--- src/rtl/game_turn_controller_if.sv ---
// game_turn_controller_if
//   Bundles the button pulses and projectile feedback going into the turn
//   controller and the state strobes, launch parameters and scores it drives.
//   master : button/datapath side (drives buttons, position, t_air)
//   slave  : game_turn_controller (drives q_*, vX/vY, launch point, scores)
interface game_turn_controller_if;
    localparam int unsigned COORD_W = 10;
    localparam int unsigned TAIR_W  = 50;
    localparam int unsigned VEL_W   = 4;
    localparam int unsigned SCORE_W = 4;

    // Debounced single-cycle button pulses
    logic               btn_fire;
    logic               btn_up;
    logic               btn_down;
    logic               btn_right;
    logic               btn_left;

    // Projectile feedback from the datapath
    logic [COORD_W-1:0] projectileCenterX;
    logic [COORD_W-1:0] projectileCenterY;
    logic [TAIR_W-1:0]  t_air;

    // One-hot state strobes
    logic               q_Init;
    logic               q_Aim;
    logic               q_P1Shoot;
    logic               q_Animate;
    logic               q_Result;
    logic               q_GameOver;

    // Launch parameters, turn and score
    logic [VEL_W-1:0]   vX;
    logic [VEL_W-1:0]   vY;
    logic [COORD_W-1:0] X_INITIAL;
    logic [COORD_W-1:0] Y_INITIAL;
    logic               player;
    logic [SCORE_W-1:0] scoreP1;
    logic [SCORE_W-1:0] scoreP2;
    logic               lastHit;

    modport master (
        output btn_fire, btn_up, btn_down, btn_right, btn_left,
        output projectileCenterX, projectileCenterY, t_air,
        input  q_Init, q_Aim, q_P1Shoot, q_Animate, q_Result, q_GameOver,
        input  vX, vY, X_INITIAL, Y_INITIAL, player, scoreP1, scoreP2, lastHit
    );

    modport slave (
        input  btn_fire, btn_up, btn_down, btn_right, btn_left,
        input  projectileCenterX, projectileCenterY, t_air,
        output q_Init, q_Aim, q_P1Shoot, q_Animate, q_Result, q_GameOver,
        output vX, vY, X_INITIAL, Y_INITIAL, player, scoreP1, scoreP2, lastHit
    );
endinterface

--- src/rtl/game_turn_controller.sv ---
// game_turn_controller
//   Turn sequencer for the projectile game: aims the launch velocity, strobes
//   shoot/animate into the projectile datapath, classifies each shot (hit,
//   out-of-bounds, ground, timeout), holds the result on screen and keeps
//   per-player scores.
// Ports:
//   clk      system clock
//   reset_n  asynchronous active-low reset
//   bus      game_turn_controller_if.slave (buttons, projectile feedback in;
//            one-hot state strobes, vX/vY, launch point, player, scores out)
// Build option:
//   TWO_PLAYER_EN  when defined, turns alternate between two cannons and
//                  scoreP2 counts player 2's hits; otherwise player stays 0.
module game_turn_controller #(
    parameter int unsigned TGT_X_MIN   = 650,
    parameter int unsigned TGT_X_MAX   = 675,
    parameter int unsigned TGT_Y_MIN   = 470,
    parameter int unsigned TGT_Y_MAX   = 475,
    parameter int unsigned GROUND_Y    = 475,
    parameter int unsigned LEFT_X      = 155,
    parameter int unsigned RIGHT_X     = 775,
    parameter int unsigned TOP_Y       = 50,
    parameter int unsigned T_AIR_MAX   = 40,
    parameter int unsigned RESULT_HOLD = 100000000,
    parameter int unsigned SCORE_MAX   = 9,
    parameter int unsigned P1_X        = 207,
    parameter int unsigned P1_Y        = 462,
    parameter int unsigned P2_X        = 260,
    parameter int unsigned P2_Y        = 462
) (
    input  logic                   clk,
    input  logic                   reset_n,
    game_turn_controller_if.slave  bus
);

    localparam int unsigned COORD_W = 10;
    localparam int unsigned SUM_W   = 11;
    localparam int unsigned TAIR_W  = 50;
    localparam int unsigned VEL_W   = 4;
    localparam int unsigned SCORE_W = 4;
    localparam int unsigned HOLD_W  = 32;

    localparam logic [VEL_W-1:0]   VEL_MAX  = VEL_W'(15);
    localparam logic [VEL_W-1:0]   VX_INIT  = VEL_W'(5);
    localparam logic [VEL_W-1:0]   VY_INIT  = VEL_W'(10);
    localparam logic [SCORE_W-1:0] SC_MAX   = SCORE_W'(SCORE_MAX);
    localparam logic [HOLD_W-1:0]  HOLD_END = HOLD_W'(RESULT_HOLD);
    localparam logic [SUM_W-1:0]   Y_WRAP   = SUM_W'(1000);

    // One-hot encoding so each q_* output is a flop bit with no decode
    typedef enum logic [5:0] {
        S_INIT      = 6'b000001,
        S_AIM       = 6'b000010,
        S_SHOOT     = 6'b000100,
        S_ANIMATE   = 6'b001000,
        S_RESULT    = 6'b010000,
        S_GAME_OVER = 6'b100000
    } state_t;

    state_t             r_state;
    logic [VEL_W-1:0]   r_vx;
    logic [VEL_W-1:0]   r_vy;
    logic [SCORE_W-1:0] r_score_p1;
    logic [SCORE_W-1:0] r_score_p2;
    logic               r_player;
    logic               r_last_hit;
    logic               r_anim_first;
    logic [HOLD_W-1:0]  r_hold;

    logic [SUM_W-1:0]   w_x;
    logic [SUM_W-1:0]   w_y;
    logic [SUM_W-1:0]   w_x5;
    logic [SUM_W-1:0]   w_y2;
    logic               w_hit;
    logic               w_out;
    logic               w_ground;
    logic               w_timeout;
    logic               w_event;
    logic [VEL_W-1:0]   w_vx_next;
    logic [VEL_W-1:0]   w_vy_next;
    logic               w_credit;
    logic [SCORE_W-1:0] w_p1_next;
    logic [SCORE_W-1:0] w_p2_next;
    logic               w_game_over;

    // Shot classification on the live datapath position, 11-bit sums
    assign w_x       = SUM_W'(bus.projectileCenterX);
    assign w_y       = SUM_W'(bus.projectileCenterY);
    assign w_x5      = w_x + SUM_W'(5);
    assign w_y2      = w_y + SUM_W'(2);
    assign w_hit     = (w_x5 >= SUM_W'(TGT_X_MIN)) && (w_x <= SUM_W'(TGT_X_MAX)) &&
                       (w_y2 >= SUM_W'(TGT_Y_MIN)) && (w_y <= SUM_W'(TGT_Y_MAX));
    // Y >= 1000 catches the unsigned wrap when the shell leaves the top
    assign w_out     = (w_x5 >= SUM_W'(RIGHT_X)) || (w_x <= SUM_W'(LEFT_X)) ||
                       (w_y <= SUM_W'(TOP_Y)) || (w_y >= Y_WRAP);
    assign w_ground  = (w_y2 >= SUM_W'(GROUND_Y));
    assign w_timeout = (bus.t_air >= TAIR_W'(T_AIR_MAX));
    assign w_event   = w_hit || w_out || w_ground || w_timeout;

    // Saturating velocity adjust; opposing pulses cancel
    always_comb begin
        w_vx_next = r_vx;
        w_vy_next = r_vy;
        if (bus.btn_right && !bus.btn_left && (r_vx != VEL_MAX))
            w_vx_next = r_vx + VEL_W'(1);
        else if (bus.btn_left && !bus.btn_right && (r_vx != '0))
            w_vx_next = r_vx - VEL_W'(1);
        if (bus.btn_up && !bus.btn_down && (r_vy != VEL_MAX))
            w_vy_next = r_vy + VEL_W'(1);
        else if (bus.btn_down && !bus.btn_up && (r_vy != '0))
            w_vy_next = r_vy - VEL_W'(1);
    end

    // Score credit on the first RESULT cycle; game-over test sees the new score
    assign w_credit = (r_state == S_RESULT) && (r_hold == '0) && r_last_hit;

    always_comb begin
        w_p1_next = r_score_p1;
        w_p2_next = '0;
        if (w_credit && !r_player && (r_score_p1 < SC_MAX))
            w_p1_next = r_score_p1 + SCORE_W'(1);
`ifdef TWO_PLAYER_EN
        w_p2_next = r_score_p2;
        if (w_credit && r_player && (r_score_p2 < SC_MAX))
            w_p2_next = r_score_p2 + SCORE_W'(1);
`endif
    end

    assign w_game_over = (w_p1_next == SC_MAX) || (w_p2_next == SC_MAX);

    // Game state machine with registered outputs
    always_ff @(posedge clk or negedge reset_n) begin
        if (!reset_n) begin
            r_state      <= S_INIT;
            r_vx         <= VX_INIT;
            r_vy         <= VY_INIT;
            r_score_p1   <= '0;
            r_score_p2   <= '0;
            r_player     <= 1'b0;
            r_last_hit   <= 1'b0;
            r_anim_first <= 1'b0;
            r_hold       <= '0;
        end else begin
            case (r_state)
                S_INIT: begin
                    r_vx       <= VX_INIT;
                    r_vy       <= VY_INIT;
                    r_score_p1 <= '0;
                    r_score_p2 <= '0;
                    r_player   <= 1'b0;
                    r_last_hit <= 1'b0;
                    r_hold     <= '0;
                    r_state    <= S_AIM;
                end
                S_AIM: begin
                    r_vx <= w_vx_next;
                    r_vy <= w_vy_next;
                    if (bus.btn_fire)
                        r_state <= S_SHOOT;
                end
                S_SHOOT: begin
                    r_anim_first <= 1'b1;
                    r_state      <= S_ANIMATE;
                end
                S_ANIMATE: begin
                    // First cycle skipped: datapath still reloading position
                    if (r_anim_first) begin
                        r_anim_first <= 1'b0;
                    end else if (w_event) begin
                        r_last_hit <= w_hit;
                        r_hold     <= '0;
                        r_state    <= S_RESULT;
                    end
                end
                S_RESULT: begin
                    r_score_p1 <= w_p1_next;
                    r_score_p2 <= w_p2_next;
                    if (r_hold == HOLD_END) begin
                        r_hold <= '0;
                        if (w_game_over) begin
                            r_state <= S_GAME_OVER;
                        end else begin
                            r_state <= S_AIM;
`ifdef TWO_PLAYER_EN
                            r_player <= ~r_player;
`endif
                        end
                    end else begin
                        r_hold <= r_hold + HOLD_W'(1);
                    end
                end
                S_GAME_OVER: begin
                    if (bus.btn_fire)
                        r_state <= S_INIT;
                end
                default: r_state <= S_INIT;
            endcase
        end
    end

    assign bus.q_Init     = r_state[0];
    assign bus.q_Aim      = r_state[1];
    assign bus.q_P1Shoot  = r_state[2];
    assign bus.q_Animate  = r_state[3];
    assign bus.q_Result   = r_state[4];
    assign bus.q_GameOver = r_state[5];
    assign bus.vX         = r_vx;
    assign bus.vY         = r_vy;
    assign bus.player     = r_player;
    assign bus.scoreP1    = r_score_p1;
    assign bus.scoreP2    = r_score_p2;
    assign bus.lastHit    = r_last_hit;
    // Launch point follows the active player combinationally
    assign bus.X_INITIAL  = r_player ? COORD_W'(P2_X) : COORD_W'(P1_X);
    assign bus.Y_INITIAL  = r_player ? COORD_W'(P2_Y) : COORD_W'(P1_Y);

endmodule

--- src/flat_wrapper.sv ---
// flat-port wrapper written by rule: the top's interface ports become plain ports
module game_turn_controller_flat 
#(
    parameter int unsigned TGT_X_MIN   = 650,
    parameter int unsigned TGT_X_MAX   = 675,
    parameter int unsigned TGT_Y_MIN   = 470,
    parameter int unsigned TGT_Y_MAX   = 475,
    parameter int unsigned GROUND_Y    = 475,
    parameter int unsigned LEFT_X      = 155,
    parameter int unsigned RIGHT_X     = 775,
    parameter int unsigned TOP_Y       = 50,
    parameter int unsigned T_AIR_MAX   = 40,
    parameter int unsigned RESULT_HOLD = 100000000,
    parameter int unsigned SCORE_MAX   = 9,
    parameter int unsigned P1_X        = 207,
    parameter int unsigned P1_Y        = 462,
    parameter int unsigned P2_X        = 260,
    parameter int unsigned P2_Y        = 462
)
  (clk, reset_n, bus_btn_fire, bus_btn_up, bus_btn_down, bus_btn_right, bus_btn_left, bus_projectileCenterX, bus_projectileCenterY, bus_t_air, bus_q_Init, bus_q_Aim, bus_q_P1Shoot, bus_q_Animate, bus_q_Result, bus_q_GameOver, bus_vX, bus_vY, bus_X_INITIAL, bus_Y_INITIAL, bus_player, bus_scoreP1, bus_scoreP2, bus_lastHit);
  game_turn_controller_if bus_i ();
  input  logic clk;
  input  logic reset_n;
  input wire logic [$bits(bus_i.btn_fire)-1:0] bus_btn_fire;
  input wire logic [$bits(bus_i.btn_up)-1:0] bus_btn_up;
  input wire logic [$bits(bus_i.btn_down)-1:0] bus_btn_down;
  input wire logic [$bits(bus_i.btn_right)-1:0] bus_btn_right;
  input wire logic [$bits(bus_i.btn_left)-1:0] bus_btn_left;
  input wire logic [$bits(bus_i.projectileCenterX)-1:0] bus_projectileCenterX;
  input wire logic [$bits(bus_i.projectileCenterY)-1:0] bus_projectileCenterY;
  input wire logic [$bits(bus_i.t_air)-1:0] bus_t_air;
  output wire logic [$bits(bus_i.q_Init)-1:0] bus_q_Init;
  output wire logic [$bits(bus_i.q_Aim)-1:0] bus_q_Aim;
  output wire logic [$bits(bus_i.q_P1Shoot)-1:0] bus_q_P1Shoot;
  output wire logic [$bits(bus_i.q_Animate)-1:0] bus_q_Animate;
  output wire logic [$bits(bus_i.q_Result)-1:0] bus_q_Result;
  output wire logic [$bits(bus_i.q_GameOver)-1:0] bus_q_GameOver;
  output wire logic [$bits(bus_i.vX)-1:0] bus_vX;
  output wire logic [$bits(bus_i.vY)-1:0] bus_vY;
  output wire logic [$bits(bus_i.X_INITIAL)-1:0] bus_X_INITIAL;
  output wire logic [$bits(bus_i.Y_INITIAL)-1:0] bus_Y_INITIAL;
  output wire logic [$bits(bus_i.player)-1:0] bus_player;
  output wire logic [$bits(bus_i.scoreP1)-1:0] bus_scoreP1;
  output wire logic [$bits(bus_i.scoreP2)-1:0] bus_scoreP2;
  output wire logic [$bits(bus_i.lastHit)-1:0] bus_lastHit;
  assign bus_i.btn_fire = bus_btn_fire;
  assign bus_i.btn_up = bus_btn_up;
  assign bus_i.btn_down = bus_btn_down;
  assign bus_i.btn_right = bus_btn_right;
  assign bus_i.btn_left = bus_btn_left;
  assign bus_i.projectileCenterX = bus_projectileCenterX;
  assign bus_i.projectileCenterY = bus_projectileCenterY;
  assign bus_i.t_air = bus_t_air;
  assign bus_q_Init = bus_i.q_Init;
  assign bus_q_Aim = bus_i.q_Aim;
  assign bus_q_P1Shoot = bus_i.q_P1Shoot;
  assign bus_q_Animate = bus_i.q_Animate;
  assign bus_q_Result = bus_i.q_Result;
  assign bus_q_GameOver = bus_i.q_GameOver;
  assign bus_vX = bus_i.vX;
  assign bus_vY = bus_i.vY;
  assign bus_X_INITIAL = bus_i.X_INITIAL;
  assign bus_Y_INITIAL = bus_i.Y_INITIAL;
  assign bus_player = bus_i.player;
  assign bus_scoreP1 = bus_i.scoreP1;
  assign bus_scoreP2 = bus_i.scoreP2;
  assign bus_lastHit = bus_i.lastHit;
  game_turn_controller #(.TGT_X_MIN(TGT_X_MIN), .TGT_X_MAX(TGT_X_MAX), .TGT_Y_MIN(TGT_Y_MIN), .TGT_Y_MAX(TGT_Y_MAX), .GROUND_Y(GROUND_Y), .LEFT_X(LEFT_X), .RIGHT_X(RIGHT_X), .TOP_Y(TOP_Y), .T_AIR_MAX(T_AIR_MAX), .RESULT_HOLD(RESULT_HOLD), .SCORE_MAX(SCORE_MAX), .P1_X(P1_X), .P1_Y(P1_Y), .P2_X(P2_X), .P2_Y(P2_Y)) u_core (.clk(clk), .reset_n(reset_n), .bus(bus_i));
endmodule
--- config.mk ---
export PLATFORM = sky130hd
export DESIGN_NAME = game_turn_controller_flat
export DESIGN_NICKNAME = d
export VERILOG_FILES = /design/src/rtl/game_turn_controller_if.sv /design/src/rtl/game_turn_controller.sv /design/src/flat_wrapper.sv
export SDC_FILE = /design/constraint.sdc
export NUM_CORES = 1
export LEC_CHECK = 0
export ABC_AREA = 1
export ABC_CLOCK_PERIOD_IN_PS = 2800
export CORE_MARGIN = 1
export CORE_UTILIZATION = 55
export CTS_BUF_LIST = sky130_fd_sc_hd__clkbuf_4
export DETAILED_ROUTE_END_ITERATION = 8
export DONT_BUFFER_PORTS = 1
export HOLD_SLACK_MARGIN = 0.08
export PLACE_DENSITY = 0.8
export SLEW_MARGIN = 10
export SYNTH_ARGS = -nofsm -noshare
export SYNTH_HDL_FRONTEND = slang
export SYNTH_SLANG_ARGS = --single-unit
--- constraint.sdc ---
create_clock -name clk -period 2.8 [get_ports clk]
set_input_delay 0.42 -clock clk [delete_from_list [all_inputs] [get_ports clk]]
set_output_delay 0.42 -clock clk [all_outputs]
set_load 0.01 [all_outputs]
==> results of run 1 <==
-- area by class of cell --
type / count / area share
clock inverters: 2 / 0.00700
inverters: 98 / 0.0735
flip-flops and latches: 52 / 0.261
repair buffers: 4 / 0.0105
multi-input cells: 649 / 0.612
well taps: 108 / 0.0270
clock buffers: 6 / 0.00900
-- worst min-delay path: cells and delay by family --
| family | cells | cell delay [ns] |
|---|---|---|
| AND/OR/NAND/NOR | 2 | 0.11 |
| buffers and inverters | 1 | 0.04 |
-- routing by layer --
layer / track usage / up-vias / share of wire
li1: - / 2531 / -
met2: 0.454 / 164 / 0.48
met4: 0.0784 / 0 / 0.015
met3: 0.0363 / 17 / 0.058
met1: 0.323 / 2247 / 0.45
met5: 0 / - / 0
-- state kept, by name, indices dropped and copies added, names as in the netlist --
signal / count
u_core.r_hold: 32
u_core.r_state: 6
u_core.bus.scoreP1: 4
u_core.bus.vY: 4
u_core.bus.vX: 4
u_core.bus.lastHit: 1
u_core.r_anim_first: 1
-- stage by stage --
stage	instance area [um2]	hold slack (ns)	power (mW)
after floorplan	4980	0.124	1.68
after global placement	4890	0.126	1.73
after detailed placement	4890	0.126	1.76
after CTS	5010	0.218	2.22
after global routing	5010	0.230	2.37
final	5010	0.228	2.21
-- report_power, final --
part           switching [mW]  leakage [nW]  internal, mW
Combinational           0.550          1.84         0.256
Sequential              0.119         0.702         0.847
Clock                   0.239        0.0456         0.197
-- worst paths after layout --
check / depth (start not counted) / slack [ns] / to
setup / recovery: 12 / 0.44 / u_core.r_state[1]
hold / removal: 3 / 0.23 / u_core.r_state[1]
setup reg to reg: 12 / 0.44 / u_core.r_state[1]
hold reg to reg: 2 / 0.50 / u_core.r_anim_first
max in group asynchronous: 2 / 1.93 / u_core.r_state[0]
min in group asynchronous: 2 / 0.60 / u_core.r_hold[11]
-- logic make-up after synthesis --
kind of cell    count (synthesis)
simple gates                  544
buf+inv                       131
compound gates                 53
flops                          52
fa+ha+maj                      17
xor+xnor                       10
other cells                     2
-- cell usage in the layout, fill, tap and decap left out, drive strengths merged, types with 2 or more instances in the layout --
cell,n
a21oi,11
and2,5
buf,3
clkbuf,6
conb,25
dfrtp,47
dfstp,5
fa,2
ha,15
inv,98
nand2,270
nand3,67
nand3b,4
nand4,30
nor2,137
nor3,19
nor3b,3
nor4,3
o211ai,5
o21a,2
o21ai,23
o221ai,2
o22ai,5
or2,4
xnor2,3
xor2,7
==> qor.txt, run 1 <==
mux share of post-synthesis cell area: 0
Post-Synth Adder-Cell Area: 0.0465
asr flop ratio synth: 1.00
Clock Pin Slew Worst Setup and Hold Paths: 0.15 ns
CTS tree: yes
first-pass GRT wire length: 19,300 um
Area Growth Syn to Fin: 2.25%
Mapped Cells: 809
Post-synth EDFFs: 0
dpl cells: 909
main combinational cell family by area after synthesis: simple AND/OR/NAND/NOR gates
largest net degree at the start of global routing: 53
CTS root buf: clkbuf_4
Crit Path Max Fanout: 5
Final min period: 2.36 ns
max_slew headroom: 0.643
Min-Delay Startpoint: bus_btn_fire
post-route ant nets: 0
DR vias: 4,959
final cell count without fillers: 919
ant diodes: 0
Final Cycle Share: 0.842
post-CTS setup buffer count: 0
Register Area: 1310 um2
DRC Markers: 0
DR pass1 iterations: 5
Die Y: 96.4 um
initial core utilization: 0.564
register area share after synthesis: 0.267
initial antenna violation count: 0
total grt overflow: 0
Nets: 904
FILL cells: 832
post-synth top area share: 0.240
worst slew pin tran: 0.531 ns
Sink Count: 52
Startpoint Class: flip-flop
Synth top cells by count: nand2_1, nor2_1, inv_1
total track usage: 0.257
RSZ-0062 raised after global routing: false
Slew Viols, Final: 0
Post-DP HPWL: 8990 um
Final WS setup: 0.441 ns
Max IR drop VDD: 0.000264 V
Synth Area in Compound Gates: 0.0631
status: finished, final reports clean
post-synthesis xor/xnor area fraction: 0.0179
pre-CTS WS: 0.480 ns
Final Setup Violations: 0
most common cell in the netlist: nand2_1
area of the mapped netlist: 4900 um2
fraction of layout cells with a size suffix above 1: 0.0407
die width: 96.4 um
delay-heaviest family, CP: simple AND/OR/NAND/NOR gates
Setup Skew: 0.00893 ns
kind of critical path: flip-flop to flip-flop
Clock Latency Late Sink: 0.37 ns
H-tree depth: 2
Core ar.: 8680 um2
final core utilization: 0.577
drt wl/cell: 12.6 um
Pleak: 2.58 nW
# resized after CTS: 0
Final GP Congestion: 0.919
reg2reg start: u_core.r_state[1]
Crit path top cell by count: nand2_1
number of max-cap violations: 0
CP Capture Type: flip-flop
Unique masters post-synth: 42
area leader, netlist: dfrtp_1
cells along the critical path: nor2_1 -> nand2_1 -> nor2_1 -> nand2_1 -> nor2_1 -> nand3_1 -> o21ai_1 -> nand3_1 -> nand2_1 -> nand2_1 -> nand3_1 -> nand2_1
I/O Pins: 121
setup_tns: 0 ns
Post-Synth Simple-Gate Area: 0.479
slowest cell delay on critical path: 0.48 ns
Slowest-stage cell, CP: dfrtp_1
initial DRC count: 359
start point of the critical path: u_core.r_state[1]
DIE AREA: 9290 um2
routed wire length: 11,500 um
Hold Crit Class: primary input to flip-flop
synth top area cells: dfrtp_1, nand2_1, nor2_1
average instance area after synthesis: 6.05 um2
footprint of the multi-input gates: 3060 um2
Post-synth top flop: dfrtp_1
Syn. warnings: 0
cts bufs inserted: 5
vias in the first global route: 4,559
clk buf depth: 2
WP data arrival: 2.64 ns
Fmax achieved: 424 MHz
DR vias/cell: 5.40
PortBufs: 0
num rows: 34
worst path required time: 3.09 ns
Final Hold Fails: 0
hold buffer count at cts: 2
number of synthesized register bits: 52
PwrDens: 441 nW/um2
Worst Path Buf+Inv: 0
(Power assumes the default switching activity.)
==> run 2: changes to the inputs <==
--- a/config.mk
+++ b/config.mk
@@ -6,14 +6,14 @@
 export NUM_CORES = 1
 export LEC_CHECK = 0
 export ABC_AREA = 1
-export ABC_CLOCK_PERIOD_IN_PS = 2800
+export ABC_CLOCK_PERIOD_IN_PS = 2000
 export CORE_MARGIN = 1
 export CORE_UTILIZATION = 55
 export CTS_BUF_LIST = sky130_fd_sc_hd__clkbuf_4
 export DETAILED_ROUTE_END_ITERATION = 8
 export DONT_BUFFER_PORTS = 1
 export HOLD_SLACK_MARGIN = 0.08
-export PLACE_DENSITY = 0.8
+export PLACE_DENSITY = 0.83
 export SLEW_MARGIN = 10
 export SYNTH_ARGS = -nofsm -noshare
 export SYNTH_HDL_FRONTEND = slang
==> constraint.sdc (replaced) <==
create_clock -name clk -period 2 [get_ports clk]
set_input_delay 0.3 -clock clk [delete_from_list [all_inputs] [get_ports clk]]
set_output_delay 0.3 -clock clk [all_outputs]
set_load 0.01 [all_outputs]
==> run 2 against run 1 <==
Final area is 15% higher. Setup slack worse by 0.40 ns. Largest power group is now combinational cells. Sequential power is 30% higher. Sequential share of layout area is 3.3 points lower. Register-to-register slack worse by 0.40 ns. Cell count is 6.2% higher. Power is 76% higher. Combinational power is 150% higher. Highest routed layer unchanged. First-iteration DRC count is 24% higher.
==> qor.txt, run 2 (same netlist as run 1, synthesis figures left out) <==
Core ar.: 8680 um2
Pleak: 2.96 nW
Crit Path Max Fanout: 4
DRC Markers: 0
cells along the critical path: ha_2 -> nand3_2 -> nor2_4 -> nand2_2 -> nor2_4 -> nand2_1 -> nor2_2 -> nand3_2 -> nor2_1 -> nand3_1 -> o211ai_1 -> nand2_1
reg2reg path depth: 12
Hold Crit Class: primary input to flip-flop
ant diodes: 0
Clock Latency Late Sink: 0.40 ns
Min-Delay Startpoint: bus_btn_fire
FILL cells: 760
Startpoint Class: flip-flop
Setup Skew: 0.0292 ns
drt wl/cell: 13.1 um
kind of critical path: flip-flop to flip-flop
Worst R2R End: u_core.r_hold[28]
Min Hold Slack: 0.0889 ns
PwrDens: 674 nW/um2
WP data arrival: 2.27 ns
hold path endpoint: u_core.r_state[1]
placed cell area: 5290 um2
dpl cells: 958
CP Capture Type: flip-flop
Biggest register: u_core.r_hold
DR pass1 iterations: 7
routed wire length: 12,800 um
Final Setup Violations: 0
clk buf depth: 2
initial DRC count: 444
most common cell after layout, fill and taps aside: nand2_1
RSZ-0062 raised after global routing: true
H-tree depth: 2
largest net degree at the start of global routing: 53
Post-DP HPWL: 9240 um
status: finished, final reports clean
Final Hold Fails: 0
die width: 96.4 um
max reg flops: 32
DR vias/cell: 5.42
initial core utilization: 0.564
DR vias: 5,291
vias in the first global route: 4,566
final cell count without fillers: 976
final instance area: 5760 um2
Die Y: 96.4 um
Slew Viols, Final: 0
setup_tns: 0 ns
Fmax achieved: 510 MHz
reg2reg start: u_core.r_hold[0]
Sink Count: 52
CTS tree: yes
total track usage: 0.261
total grt overflow: 0
slowest cell delay on critical path: 0.42 ns
Slowest-stage cell, CP: dfrtp_1
worst path required time: 2.30 ns
Nets: 961
Clock Pin Slew Worst Setup and Hold Paths: 0.18 ns
Final GP Congestion: 0.927
post-route ant nets: 0
Max IR drop VDD: 0.000385 V
I/O Pins: 121
CTS root buf: clkbuf_4
initial antenna violation count: 0
fraction of layout cells with a size suffix above 1: 0.175
PortBufs: 0
cts bufs inserted: 5
Final Cycle Share: 0.981
Area Growth Syn to Fin: 17.6%
Final min period: 1.96 ns
num rows: 34
number of max-cap violations: 0
Worst Hold Depth: 3
first-pass GRT wire length: 19,500 um
biggest regs: u_core.r_hold (32), u_core.r_state (6)
most frequent cells in the layout: nand2_1, nor2_1, inv_1
DIE AREA: 9290 um2
Worst R2R Setup Slack: 0.04 ns
==> run 2: cell count changes in the layout (fill, tap and decap cells not counted), moves of 6 or more <==
| cell | previous run | this run |
|---|---|---|
| nand2_2 | 2 | 26 |
| buf_4 | 2 | 51 |
| nor2_4 | 3 | 9 |
| nand2_1 | 268 | 239 |
| nor2_1 | 131 | 115 |
| nor2_2 | 3 | 13 |
==> run 2: final cells by class <==
class	instances	area, um2	area share
repair buffers	61	556	0.0965
inverters	98	370	0.0643
clock buffers	6	45.0	0.00782
flip-flops and latches	52	1310	0.228
well taps	108	135	0.0235
clock inverters	2	35.0	0.00608
multi-input cells	649	3310	0.574
==> run 2: power breakdown <==
part | switching [mW] | leakage (nW) | total [mW] | internal, mW
sequential | 0.0809 | 0.695 | 1.26 | 1.18
combinational | 1.15 | 2.22 | 1.98 | 0.831
clock | 0.359 | 0.0456 | 0.635 | 0.276
==> run 2: critical path: cells and delay by family (launching register included) <==
kind / cells / cell delay, ns
AOI/OAI and AO/OA: 1 / 0.20
adders and majority gates: 1 / 0.21
DFF: 1 / 0.42
and+or+nand+nor: 10 / 1.05
==> run 2: worst max path at each step <==
stage	start	to	slack [ns]	depth (start not counted)
after floorplan	u_core.bus.vX[0]	u_core.bus.vX[3]	0.02	10
after global placement	u_core.r_hold[0]	u_core.r_state[1]	-0.005	13
after detailed placement	u_core.r_hold[0]	u_core.r_state[1]	-0.01	13
after CTS	u_core.bus.vX[0]	u_core.bus.vX[3]	0.01	10
after global routing	u_core.r_hold[0]	u_core.r_state[5]	-0.14	14
final	u_core.r_hold[0]	u_core.r_hold[28]	0.04	12
==> run 2: layer usage <==
layer / share of wire / wire (um) / up-vias / GRT usage
met2: 0.46 / 5890 / 222 / 0.446
li1: - / - / 2651 / -
met3: 0.060 / 768 / 47 / 0.0371
met5: 0 / 0 / - / 0
met1: 0.44 / 5590 / 2371 / 0.336
met4: 0.039 / 495 / 0 / 0.0919
==> run 2: per-stage QoR <==
step                worst slack [ns]  power, mW  utilization
floorplan                     0.0229       2.35            -
global placement            -0.00505       2.73        0.609
detailed placement           -0.0124       2.79        0.609
CTS                           0.0121       3.45        0.624
global route                  -0.136       4.10        0.664
finish                        0.0381       3.88        0.664
==> run 2: timing repair <==
item	in CTS	in global routing
setup endpoints to repair	3	39
pin swaps	0	20
gates cloned	0	3
hold buffers	2	0
endpoints found under the hold margin	52	0
buffers inserted	0	5
resized for setup	2	76
